--- config.mk ---
export PLATFORM = sky130hd
export DESIGN_NAME = sliced_serial_adder
export DESIGN_NICKNAME = d
export VERILOG_FILES = /design/src/rtl/sliced_serial_adder.sv
export SDC_FILE = /design/constraint.sdc
export NUM_CORES = 1
export LEC_CHECK = 0
export BUFFER_PORTS_ARGS = -buffer_cell sky130_fd_sc_hd__buf_2
export CAP_MARGIN = 10
export CORE_MARGIN = 2
export CORE_UTILIZATION = 40
export CTS_BUF_LIST = sky130_fd_sc_hd__clkbuf_2
export CTS_CLUSTER_SIZE = 20
export DETAILED_ROUTE_END_ITERATION = 7
export GPL_TIMING_DRIVEN = 0
export PLACE_DENSITY = 0.61
export SLEW_MARGIN = 10
export SYNTH_ARGS = -nofsm -noshare
export SYNTH_HDL_FRONTEND = slang
export SYNTH_SLANG_ARGS = --single-unit
export TNS_END_PERCENT = 50
--- constraint.sdc ---
create_clock -name clk -period 2.6 [get_ports clk]
set_input_delay 0.39 -clock clk [delete_from_list [all_inputs] [get_ports clk]]
set_output_delay 0.39 -clock clk [all_outputs]
set_load 0.005 [all_outputs]
--- src/rtl/sliced_serial_adder.sv ---
// ---------------------------------------------------------------------------
// sliced_serial_adder
//
// Multi-cycle adder that sums two WIDTH-bit operands plus a carry-in,
// SLICE bits per clock, with the carry held in a register between slices.
// An optional lower-part-OR approximation covers the low APPROX_BITS bits.
// The approximation is chosen per operation with approx_en.
//
// Handshakes (both sides): a transfer happens on a rising clk edge where
// valid and ready are both high. in_ready is high only in IDLE. out_valid is
// high only in DONE. Neither depends combinationally on any input. Once
// out_valid is high, sum and cout stay stable until out_ready is seen.
//
// Ports:
//   clk        clock; all state changes on the rising edge
//   rst        synchronous, active-high reset
//   in_valid   operand set valid
//   in_ready   ready to accept operands (state == IDLE)
//   a, b       WIDTH-bit operands
//   cin        carry-in (ignored in approx mode when APPROX_BITS > 0)
//   approx_en  select approximate mode for this operation
//   out_valid  result valid (state == DONE)
//   out_ready  consumer accepts result
//   sum        WIDTH-bit result
//   cout       carry-out of bit WIDTH-1
// ---------------------------------------------------------------------------
module sliced_serial_adder #(
  parameter int WIDTH       = 16,
  parameter int SLICE       = 4,
  parameter int APPROX_BITS = 4
) (
  input  logic             clk,
  input  logic             rst,
  input  logic             in_valid,
  output logic             in_ready,
  input  logic [WIDTH-1:0] a,
  input  logic [WIDTH-1:0] b,
  input  logic             cin,
  input  logic             approx_en,
  output logic             out_valid,
  input  logic             out_ready,
  output logic [WIDTH-1:0] sum,
  output logic             cout
);

  localparam int N     = WIDTH / SLICE;
  localparam int CNT_W = (N > 1) ? $clog2(N) : 1;
  localparam logic [CNT_W-1:0] LAST = CNT_W'(N - 1);

  // Ones in the low APPROX_BITS positions: these bits are OR-approximated.
  localparam logic [WIDTH-1:0] LOW_MASK =
    (APPROX_BITS == 0) ? '0 : ({WIDTH{1'b1}} >> (WIDTH - APPROX_BITS));

  typedef enum logic [1:0] {
    IDLE = 2'd0,
    RUN  = 2'd1,
    DONE = 2'd2
  } state_t;

  state_t           state;
  logic [CNT_W-1:0] cnt;
  // Operands and mask shift right by SLICE every RUN cycle. The slice being
  // processed therefore always sits in the low SLICE bits.
  logic [WIDTH-1:0] a_q;
  logic [WIDTH-1:0] b_q;
  logic [WIDTH-1:0] mask_q;
  logic             carry_q;
  logic [WIDTH-1:0] sum_q;
  logic             cout_q;

  logic [SLICE-1:0] slice_sum;
  logic             slice_carry;
  logic [WIDTH-1:0] sum_next;

  // Ripple through one slice. An approximated bit ignores its incoming
  // carry. Its own carry-out is a&b. A run of approximated bits therefore
  // leaves exactly a[K-1]&b[K-1] as the carry into bit K. That carry is
  // correct even when the approximate region ends in the middle of a slice.
  always_comb begin
    logic c;
    c         = carry_q;
    slice_sum = '0;
    for (int j = 0; j < SLICE; j++) begin
      if (mask_q[j]) begin
        slice_sum[j] = a_q[j] | b_q[j];
        c            = a_q[j] & b_q[j];
      end else begin
        slice_sum[j] = a_q[j] ^ b_q[j] ^ c;
        c            = (a_q[j] & b_q[j]) | (c & (a_q[j] ^ b_q[j]));
      end
    end
    slice_carry = c;
  end

  // Each new slice enters at the top of the result register, and earlier
  // slices move down. After N slices, slice 0 sits in bits [SLICE-1:0].
  assign sum_next = WIDTH'({slice_sum, sum_q} >> SLICE);

  always_ff @(posedge clk) begin
    if (rst) begin
      state   <= IDLE;
      cnt     <= '0;
      a_q     <= '0;
      b_q     <= '0;
      mask_q  <= '0;
      carry_q <= 1'b0;
      sum_q   <= '0;
      cout_q  <= 1'b0;
    end else begin
      case (state)
        IDLE: begin
          if (in_valid) begin
            a_q     <= a;
            b_q     <= b;
            mask_q  <= approx_en ? LOW_MASK : '0;
            carry_q <= cin;
            cnt     <= '0;
            state   <= RUN;
          end
        end
        RUN: begin
          sum_q   <= sum_next;
          carry_q <= slice_carry;
          a_q     <= a_q >> SLICE;
          b_q     <= b_q >> SLICE;
          mask_q  <= mask_q >> SLICE;
          cnt     <= cnt + CNT_W'(1);
          if (cnt == LAST) begin
            cout_q <= slice_carry;
            state  <= DONE;
          end
        end
        DONE: begin
          if (out_ready) begin
            state <= IDLE;
          end
        end
        default: state <= IDLE;
      endcase
    end
  end

  assign in_ready  = (state == IDLE);
  assign out_valid = (state == DONE);
  assign sum       = sum_q;
  assign cout      = cout_q;

endmodule

==> run_results.csv, run 1 <==
group,metric,value,unit
routing,drt_wl_total,6070,µm
setup_path,crit_top_cell,"fa_2",
yosys,syn_area_per_cell,8.67,µm²
yosys,ys_seq_elements,55,
yosys,mappedNetlistArea,2700,µm²
power_and_ir_drop,p_leak,1.37,nW
hold_path,min_to,"mask_q[2]$_SDFFE_PP0P_",
cts,worstSkewPairLatency,0.46,ns
grt,gr-total-overflow,0,
timing,relSlewSlack,0.645,
floorplan,ios,57,
setup_path,rr_worst_depth,11,
routing,drt_iter0_markers,75,
grt,grt_pass1_wl,10200,µm
cts,h-tree-depth,2,
layout,antenna_cells,0,
setup_path,crit_required,3.03,ns
layout,final_nets,427,
placement,io_buffers,56,
floorplan,start_util,0.419,
cts,numCtsBuffers,5,
placement,pre_cts_slack,-0.273,ns
setup_path,critical_path_class,"reg2reg",
setup_path,critPathMaxStageDelay,0.42,ns
outcome,outcome,"finished with violations",
yosys,yosysWarnings,0,
hold_path,hold_path_class,"in2reg",
setup_path,end_kind,"flop",
power_and_ir_drop,power_density,526,nW/µm²
floorplan,row_count,29,
setup_path,cp_top_family,"adder cells",
timing,worst_pin_slew,0.532,ns
layout,synthToLayoutAreaGrowth,18.1,%
grt,grt_pass1_vias,2130,
grt,antenna_found_initial,0,
setup_path,arrival,3.17,ns
hold_path,hold_depth,3,
floorplan,die_area,7430,µm²
grt,track_usage,0.173,
timing,fmax,0.365,GHz
cts,path_clk_slew,0.28,ns
layout,drive_above_1_share,0.268,
timing,rsz0062_at_grt,"true",
placement,hpwl,4510,µm
timing,fin_crit_sh,1.05,
floorplan,core,6460,µm²
setup_path,r2r_start,"carry_q$_SDFFE_PP0P_",
routing,vias_per_cell,4.93,
timing,hold_violations,0,
routing,dr.pass1.iters,4,
setup_path,r2r_end,"sum[15]$_SDFFE_PP0P_",
cts,cts_buffer_depth,2,
routing,wl_per_cell,13.4,µm
setup_path,r2r_slack,-0.14,ns
setup_path,critPathBufInv,1,
cts,postCtsHoldBufs,0,
timing,skew,0.0236,ns
setup_path,critPathLaunchType,"flop",
timing,setup_ws,-0.141,ns
timing,hold_slack,0.139,ns
timing,setup_viol,1,
routing,drc_errors,0,
setup_path,worstPathCellList,"fa_2 > mux2_4 > fa_2 > mux2i_4 > fa_2 > inv_2 > mux2i_4 > fa_1 > mux2i_1 > nand2_1 > a21oi_1",
yosys,syn_inst,312,
setup_path,crit_slowest_cell,"fa_1",
yosys,yosysUniqueCellTypes,32,
routing,num_vias,2238,
yosys,syn_nets,363,
yosys,synth_seq_area_share,0.407,
setup_path,worst-path-max-fanout,2,
floorplan,die_y,86.2,µm
power_and_ir_drop,power,1.68,mW
cts,cts_tree,"done",
grt,grt_max_degree,17,
timing,final_max_slew_viol_count,0,
routing,postRouteAntennaNets,0,
cts,cts.sinks,55,
power_and_ir_drop,peakVddDrop,0.000278,V
job,maxCapViolCount,0,
placement,gp_congestion,0.768,
outcome,failed_checks,"negative setup slack",
hold_path,min_from,"approx_en",
timing,layout_min_cycle_time,2.74,ns
cts,cts-root-buf,"clkbuf_2",
floorplan,die_w,86.2,µm
==> synth_stat cells, drive strengths merged <==
| cell | number | share of area |
|---|---|---|
| a311o | 1 | 0.0037 |
| nand2b | 25 | 0.058 |
| and2b | 1 | 0.0028 |
| o21ba | 1 | 0.0037 |
| nor3 | 16 | 0.030 |
| nand2 | 30 | 0.042 |
| nor2b | 1 | 0.0023 |
| clkbuf | 9 | 0.013 |
| dfxtp | 55 | 0.41 |
| or3b | 24 | 0.078 |
| buf | 17 | 0.042 |
| a22oi | 11 | 0.031 |
| mux2i | 7 | 0.026 |
| mux2 | 1 | 0.0042 |
| or2 | 1 | 0.0023 |
| o21bai | 2 | 0.0069 |
| a211oi | 11 | 0.031 |
| ha | 9 | 0.042 |
| nor3b | 2 | 0.0097 |
| inv | 12 | 0.017 |
| nor2 | 31 | 0.043 |
| a21oi | 39 | 0.072 |
| fa | 4 | 0.030 |
| nand4 | 1 | 0.0023 |
| nand3b | 1 | 0.0028 |
==> cells by family (layout without fill, tap and decap cells) <==
logic type | Yosys count | count (layout) | synth area share
multiplexers | 8 | 8 | 0.0301
flip-flops | 55 | 55 | 0.407
AND/OR/NAND/NOR | 133 | 133 | 0.272
adder cells (fa/ha/maj) | 13 | 13 | 0.0713
AO/OA/AOI/OAI | 65 | 65 | 0.148
buffers and inverters | 38 | 103 | 0.0717
==> worst register-to-register path, cell delays in order, from the launching register on <==
cell     delay, ns
dfxtp_2       0.40
fa_2          0.38
mux2_4        0.28
fa_2          0.35
mux2i_4       0.15
fa_2          0.22
inv_2         0.04
mux2i_4       0.15
fa_1          0.42
mux2i_1       0.13
nand2_1       0.07
a21oi_1       0.13
==> through the flow <==
step	std cells	utilization	TNS [ns]	cell area, µm²
finish	454	0.495	-0.141	3190
global route	454	0.495	-0.433	3190
CTS	454	0.493	-0.332	3190
detailed placement	445	0.477	-0.421	3080
global placement	445	0.477	-0.327	3080
floorplan	312	-	-0.0171	2700
==> registers in the layout, indices dropped and copies added (netlist names) <==
register / count
a_q: 16
b_q: 16
carry_q: 1
cnt: 2
cout: 1
mask_q: 1
state: 2
sum: 16
==> how the worst max path moves through the flow <==
stage | startpoint | to | slack [ns] | depth (start not counted)
after CTS | carry_q$_SDFFE_PP0P_ | sum[15]$_SDFFE_PP0P_ | -0.24 | 11
after detailed placement | a_q[0]$_SDFFE_PP0P_ | sum[15]$_SDFFE_PP0P_ | -0.27 | 11
after global routing | carry_q$_SDFFE_PP0P_ | sum[15]$_SDFFE_PP0P_ | -0.27 | 11
after global placement | a_q[0]$_SDFFE_PP0P_ | sum[15]$_SDFFE_PP0P_ | -0.24 | 11
final | carry_q$_SDFFE_PP0P_ | sum[15]$_SDFFE_PP0P_ | -0.14 | 11
after floorplan | a_q[0]$_SDFFE_PP0P_ | sum[15]$_SDFFE_PP0P_ | -0.02 | 11
==> repair_timing <==
action,CTS,global route
buffers inserted,1,0
resized for setup,12,1
hold endpoints to repair,0,0
cloned,0,0
pin swaps,6,6
setup endpoints to repair,3,3
==> power by group <==
part           leakage (nW)  switching, mW  internal [mW]  total (mW)
sequential            0.453         0.0308          0.900       0.931
clock                0.0404          0.278          0.158       0.436
combinational         0.875          0.164          0.149       0.313
==> routing by layer <==
layer / track usage / share of wire / up-vias / wire, µm
met1: 0.226 / 0.47 / 999 / 2850
met3: 0.0295 / 0.040 / 7 / 245
met4: 0.0554 / 0.014 / 0 / 82
met2: 0.293 / 0.48 / 50 / 2900
li1: - / - / 1182 / -
met5: 0 / 0 / - / 0
==> layout by cell type (no fill, tap or decap), types with 4 or more instances in the layout <==
cell type | Yosys | routed
a211oi_1 | 11 | 11
a21oi_1 | 39 | 39
a22oi_1 | 11 | 11
buf_2 | 9 | 64
buf_4 | 2 | 4
buf_6 | 4 | 4
clkbuf_1 | 7 | 7
clkbuf_2 | 2 | 7
dfxtp_1 | 55 | 52
ha_1 | 9 | 9
inv_1 | 12 | 11
mux2i_1 | 7 | 5
nand2_1 | 30 | 30
nand2b_1 | 25 | 25
nor2_1 | 31 | 31
nor3_1 | 16 | 16
or3b_1 | 18 | 18
or3b_2 | 6 | 6
==> final cells by class <==
cell class              instances  area [µm²]
plain buffers                  26         151
fillers                       634        3260
clock buffers                   5        25.0
inverters                      12        45.0
flip-flops and latches         55        1100
clock inverters                 3        38.8
multi-input cells             219        1450
well taps                      77        96.3
repair buffers                 57         288
No activity file was read; power rests on OpenSTA's default activity.
==> inputs of run 2 (changes only) <==
--- a/config.mk
+++ b/config.mk
@@ -14,6 +14,7 @@
 export DETAILED_ROUTE_END_ITERATION = 7
 export GPL_TIMING_DRIVEN = 0
 export PLACE_DENSITY = 0.61
+export REMOVE_ABC_BUFFERS = 1
 export SLEW_MARGIN = 10
 export SYNTH_ARGS = -nofsm -noshare
 export SYNTH_HDL_FRONTEND = slang
==> run_results.csv, run 2 (synthesis results as in run 1) <==
group,metric,value,unit
outcome,outcome,"finished with violations",
outcome,failed_checks,"negative setup slack",
grt,grt_pass1_wl,8840,µm
hold_path,min_to,"a_q[14]$_SDFFE_PP0P_",
setup_path,crit_required,3.00,ns
cts,cts_tree,"done",
placement,gp_congestion,0.720,
floorplan,start_util,0.419,
setup_path,r2r_end,"sum[15]$_SDFFE_PP0P_",
timing,hold_violations,0,
setup_path,critical_path_class,"reg2reg",
cts,worstSkewPairLatency,0.45,ns
hold_path,hold_path_class,"in2reg",
routing,drt_iter0_markers,64,
timing,rsz0062_at_grt,"true",
timing,setup_viol,3,
grt,grt_max_degree,57,
setup_path,rr_worst_depth,11,
floorplan,die_y,86.2,µm
cts,h-tree-depth,2,
cts,postCtsHoldBufs,0,
timing,fin_crit_sh,1.08,
timing,skew,0.0254,ns
setup_path,r2r_slack,-0.20,ns
routing,wl_per_cell,12.3,µm
setup_path,end_kind,"flop",
layout,antenna_cells,0,
timing,worst_pin_slew,1.19,ns
cts,cts_buffer_depth,2,
hold_path,hold_depth,3,
cts,cts-root-buf,"clkbuf_2",
grt,track_usage,0.146,
setup_path,worst-path-max-fanout,2,
layout,layout_commonest_cell,"buf_2",
job,maxCapViolCount,0,
timing,tns,-0.324,ns
layout,synthToLayoutAreaGrowth,11.7,%
floorplan,core,6460,µm²
cts,numCtsBuffers,5,
layout,final_cell_mix,"buf_2, dfxtp_1, a21oi_1, nor2_1, nand2_1",
setup_path,arrival,3.21,ns
grt,grt_pass1_vias,2028,
power_and_ir_drop,power_density,505,nW/µm²
cts,cts.sinks,55,
floorplan,die_area,7430,µm²
timing,layout_min_cycle_time,2.80,ns
power_and_ir_drop,power,1.53,mW
layout,multi_input_area,1430,µm²
grt,gr-total-overflow,0,
layout,final_nets,402,
setup_path,critPathLaunchType,"flop",
placement,io_buffers,56,
routing,num_vias,2158,
floorplan,die_w,86.2,µm
placement,post_dp_cell_area,2950,µm²
layout,drive_above_1_share,0.242,
power_and_ir_drop,peakVddDrop,0.000267,V
placement,pre_cts_slack,-0.172,ns
timing,relSlewSlack,0.204,
setup_path,r2r_start,"a_q[0]$_SDFFE_PP0P_",
timing,hold_slack,0.160,ns
routing,dr.pass1.iters,4,
floorplan,ios,57,
routing,drc_errors,0,
layout,seq_area,1110,µm²
routing,postRouteAntennaNets,0,
hold_path,min_from,"a[14]",
timing,final_max_slew_viol_count,0,
placement,hpwl,3270,µm
grt,antenna_found_initial,0,
routing,vias_per_cell,5.04,
layout,final_area,3020,µm²
cts,path_clk_slew,0.27,ns
power_and_ir_drop,p_leak,1.27,nW
timing,fmax,0.357,GHz
floorplan,row_count,29,
routing,drt_wl_total,5270,µm
layout,fillerInstances,702,
timing,setup_ws,-0.204,ns
[run 2: cell count changes in the layout (fill, tap and decap cells not counted)]
cell,before,now
buf_2,64,56
clkbuf_1,7,0
buf_6,4,0
buf_4,4,1
buf_1,2,0
clkbuf_2,7,5
mux2i_2,0,2
mux2i_4,2,0
buf_12,0,1
bufinv_16,1,0
dfxtp_1,52,51
dfxtp_4,0,1
[run 2: how the worst max path moves through the flow]
stage / startpoint / slack, ns / cells past startpoint / end
after floorplan: a_q[0]$_SDFFE_PP0P_ / -0.04 / 11 / sum[15]$_SDFFE_PP0P_
after global placement: mask_q[2]$_SDFFE_PP0P_ / -0.19 / 10 / sum[15]$_SDFFE_PP0P_
after detailed placement: mask_q[2]$_SDFFE_PP0P_ / -0.17 / 10 / sum[15]$_SDFFE_PP0P_
after CTS: a_q[0]$_SDFFE_PP0P_ / -0.21 / 11 / sum[15]$_SDFFE_PP0P_
after global routing: a_q[0]$_SDFFE_PP0P_ / -0.40 / 11 / sum[15]$_SDFFE_PP0P_
final: a_q[0]$_SDFFE_PP0P_ / -0.20 / 11 / sum[15]$_SDFFE_PP0P_
[run 2: layout make-up]
class	count	share of cell area
Multi-Input combinational cell	219	0.473
Sequential cell	55	0.367
Timing Repair Buffer	58	0.102
Tap cell	77	0.0319
Inverter	12	0.0149
Clock buffer	5	0.00829
Clock inverter	2	0.00290
[run 2: worst max-delay path, stage by stage, from the launching register on]
cell and delay, ns:
dfxtp_2 0.39, fa_2 0.37, mux2_4 0.29, fa_2 0.35, mux2i_2 0.18, fa_2 0.23, inv_2 0.04, mux2i_2 0.17
fa_1 0.42, mux2i_1 0.15, nand2_1 0.07, a21oi_1 0.14
[run 2: routing by layer]
metal / vias to the layer above / global-route usage / wire [µm]
met5: - / 0 / 0
met4: 0 / 0.0426 / 70
met3: 8 / 0.0333 / 279
met2: 55 / 0.243 / 2420
met1: 965 / 0.192 / 2500
li1: 1130 / - / -
[run 2: report_power, final]
part | total, mW | internal, mW | switching (mW)
registers | 0.932 | 0.900 | 0.0329
logic | 0.277 | 0.133 | 0.145
clock network | 0.316 | 0.0568 | 0.259
[run 2: stage by stage]
step / cells / utilization
floorplan: 286 / -
global placement: 419 / 0.454
detailed placement: 420 / 0.457
CTS: 428 / 0.464
global route: 428 / 0.467
finish: 428 / 0.467
[run 2: what timing repair did]
| action | CTS | global route |
|---|---|---|
| setup buffers | 1 | 0 |
| cloned | 0 | 0 |
| gates resized for setup | 2 | 9 |
| pin swaps | 0 | 4 |
| setup endpoints to repair | 3 | 3 |
==> inputs of run 3 (changes only) <==
--- a/config.mk
+++ b/config.mk
@@ -5,6 +5,7 @@
 export SDC_FILE = /design/constraint.sdc
 export NUM_CORES = 1
 export LEC_CHECK = 0
+export ABC_AREA = 1
 export BUFFER_PORTS_ARGS = -buffer_cell sky130_fd_sc_hd__buf_2
 export CAP_MARGIN = 10
 export CORE_MARGIN = 2
@@ -12,7 +13,6 @@
 export CTS_BUF_LIST = sky130_fd_sc_hd__clkbuf_2
 export CTS_CLUSTER_SIZE = 20
 export DETAILED_ROUTE_END_ITERATION = 7
-export GPL_TIMING_DRIVEN = 0
 export PLACE_DENSITY = 0.61
 export REMOVE_ABC_BUFFERS = 1
 export SLEW_MARGIN = 10
==> run_results.csv, run 3 <==
group,metric,value,unit
yosys,synthDominantCellAreaShare,0.418,
grt,grt_max_degree,37,
placement,gp_congestion,0.735,
floorplan,die_w,85.1,µm
timing,skew,0.0328,ns
routing,wl_per_cell,11.1,µm
grt,antenna_found_initial,0,
placement,post_dp_cell_area,2960,µm²
power_and_ir_drop,power,1.80,mW
setup_path,crit_required,2.98,ns
setup_path,crit_slowest_cell,"fa_1",
timing,setup_viol,0,
floorplan,start_util,0.415,
setup_path,end_kind,"flop",
timing,fin_crit_sh,0.967,
hold_path,hold_path_class,"in2reg",
grt,gr-total-overflow,0,
power_and_ir_drop,p_int,1.31,mW
layout,final_area,3090,µm²
cts,cts_buffer_depth,2,
layout,final_cell_mix,"nor2_1, buf_2, nand2_1, dfxtp_1, o21ai_0",
floorplan,row_count,29,
setup_path,rr_worst_depth,12,
layout,layout_commonest_cell,"nor2_1",
grt,grt_pass1_vias,2047,
outcome,outcome,"finished, final reports clean",
layout,antenna_cells,0,
routing,drc_errors,0,
cts,cts_tree,"done",
floorplan,die_y,85.1,µm
cts,path_clk_slew,0.29,ns
setup_path,critical_path_class,"reg2reg",
routing,num_vias,2254,
setup_path,cp-endpoint,"sum[15]$_SDFFE_PP0P_",
power_and_ir_drop,peakVddDrop,0.000287,V
cts,h-tree-depth,2,
timing,hold_violations,0,
cts,cts.sinks,55,
layout,synthToLayoutAreaGrowth,17.5,%
setup_path,cp_top_family,"adder cells",
yosys,ys_top_cells_by_area,"dfxtp_1, o21ai_0, nand2_1",
setup_path,worstPathCellList,"fa_2 > nand2_2 > nand2_2 > fa_2 > mux2i_2 > fa_2 > nand2_2 > o21ai_2 > fa_1 > nor2_1 > nor3_1 > nor2_1",
yosys,synth_enable_flop_cells,0,
grt,grt_pass1_wl,9270,µm
yosys,synth_seq_area_share,0.418,
layout,final_nets,464,
placement,io_buffers,56,
timing,setup_ws,0.0857,ns
setup_path,r2r_end,"sum[15]$_SDFFE_PP0P_",
power_and_ir_drop,p_switching,0.488,mW
timing,layout_min_cycle_time,2.51,ns
setup_path,r2r_start,"a_q[0]$_SDFFE_PP0P_",
cts,numCtsBuffers,5,
timing,final_max_slew_viol_count,0,
cts,worstSkewPairLatency,0.45,ns
timing,fmax,0.398,GHz
yosys,yosysUniqueCellTypes,27,
routing,drt_iter0_markers,81,
yosys,syn_inst,363,
power_and_ir_drop,pwr-share-comb,0.177,
cts,postCtsHoldBufs,0,
setup_path,critPathLaunchType,"flop",
layout,drive_above_1_share,0.222,
yosys,ys_seq_elements,55,
power_and_ir_drop,pwr-share-clk,0.292,
routing,dr.pass1.iters,4,
setup_path,r2r_slack,0.09,ns
setup_path,cp_num_cells,12,
cts,cts-root-buf,"clkbuf_2",
yosys,yosysWarnings,0,
timing,worst_pin_slew,0.676,ns
power_and_ir_drop,p_leak,1.50,nW
setup_path,critPathMaxStageDelay,0.43,ns
yosys,mappedNetlistArea,2630,µm²
yosys,syn_area_per_cell,7.26,µm²
floorplan,die_area,7250,µm²
timing,rsz0062_at_grt,"true",
placement,hpwl,3530,µm
grt,track_usage,0.157,
yosys,synth_ff_type,"dfxtp_1",
routing,drt_wl_total,5430,µm
power_and_ir_drop,power_density,582,nW/µm²
setup_path,worst-path-max-fanout,4,
placement,pre_cts_slack,0.0914,ns
routing,postRouteAntennaNets,0,
floorplan,ios,57,
setup_path,critPathBufInv,0,
yosys,synth-async-reset-ratio,0,
floorplan,core,6350,µm²
power_and_ir_drop,switching_share,0.271,
job,maxCapViolCount,0,
yosys,synthTopCellsByCount,"nand2_1, nor2_1, dfxtp_1, o21ai_0, a21oi_1",
routing,vias_per_cell,4.59,
power_and_ir_drop,pwr-share-seq,0.531,
timing,relSlewSlack,0.548,
yosys,synth_area_leader_cell,"dfxtp_1",
setup_path,arrival,2.89,ns
setup_path,cp-startpoint,"a_q[0]$_SDFFE_PP0P_",
run 3: worst min-delay path by stage:
| stage | start | to | cells after the start | slack [ns] |
|---|---|---|---|---|
| floorplan | cnt[0]$_SDFFE_PP0P_ | cnt[0]$_SDFFE_PP0P_ | 1 | 0.43 |
| global placement | cnt[0]$_SDFFE_PP0P_ | cnt[0]$_SDFFE_PP0P_ | 1 | 0.44 |
| detailed placement | b_q[14]$_SDFFE_PP0P_ | b_q[14]$_SDFFE_PP0P_ | 2 | 0.45 |
| CTS | a[12] | a_q[12]$_SDFFE_PP0P_ | 3 | 0.11 |
| global route | b[12] | b_q[12]$_SDFFE_PP0P_ | 3 | 0.10 |
| finish | a[13] | a_q[13]$_SDFFE_PP0P_ | 3 | 0.14 |
run 3: through the flow:
| step | utilization | std cells | setup TNS (ns) | hold slack, ns |
|---|---|---|---|---|
| after global routing | 0.487 | 491 | -0.0506 | 0.101 |
| after CTS | 0.481 | 490 | 0 | 0.110 |
| after detailed placement | 0.466 | 482 | 0 | 0.452 |
| after global placement | 0.466 | 482 | 0 | 0.444 |
| after floorplan | - | 344 | 0 | 0.433 |
| final | 0.487 | 491 | 0 | 0.136 |
run 3: cell families (layout without fill, tap and decap cells):
| kind of cell | count (synthesis) | count (layout) | synth area share |
|---|---|---|---|
| adders and majority gates | 13 | 13 | 0.0732 |
| and+or+nand+nor | 146 | 146 | 0.237 |
| muxes | 1 | 1 | 0.00380 |
| DFF | 55 | 55 | 0.418 |
| buffers and inverters | 61 | 112 | 0.0974 |
| AOI/OAI and AO/OA | 87 | 87 | 0.171 |
run 3: routing by layer:
| metal | GRT usage | part of all wire | vias to the layer above |
|---|---|---|---|
| met5 | 0 | 0 | - |
| met4 | 0.0476 | 0.011 | 0 |
| met3 | 0.0331 | 0.053 | 6 |
| met2 | 0.269 | 0.46 | 63 |
| met1 | 0.199 | 0.48 | 956 |
| li1 | - | - | 1229 |
run 3: repair_timing:
item | CTS | global route
buffers inserted | 0 | 1
setup endpoints to repair | 0 | 3
gates resized for setup | 0 | 15
run 3: power groups by stage:
stage / registers, mW / clock network, mW / logic, mW
floorplan: 0.967 / 0 / 0.198
global placement: 0.970 / 0 / 0.305
detailed placement: 0.973 / 0 / 0.311
CTS: 0.958 / 0.543 / 0.313
global route: 0.968 / 0.577 / 0.372
finish: 0.957 / 0.525 / 0.318
run 3: cell type report:
type,count,area [µm²]
Sequential cell,55,1110
Clock buffer,5,25.0
Fill cell,678,3260
Multi-Input combinational cell,247,1300
Timing Repair Buffer,62,338
Clock inverter,3,67.6
Tap cell,77,96.3
Inverter,42,158
run 3: worst reg2reg max path, cell delays in order, from the launching register on:
cell and delay, ns:
dfxtp_4 0.42, fa_2 0.34, nand2_2 0.07, nand2_2 0.06, fa_2 0.35, mux2i_2 0.19, fa_2 0.23, nand2_2 0.05
o21ai_2 0.07, fa_1 0.43, nor2_1 0.11, nor3_1 0.05, nor2_1 0.09
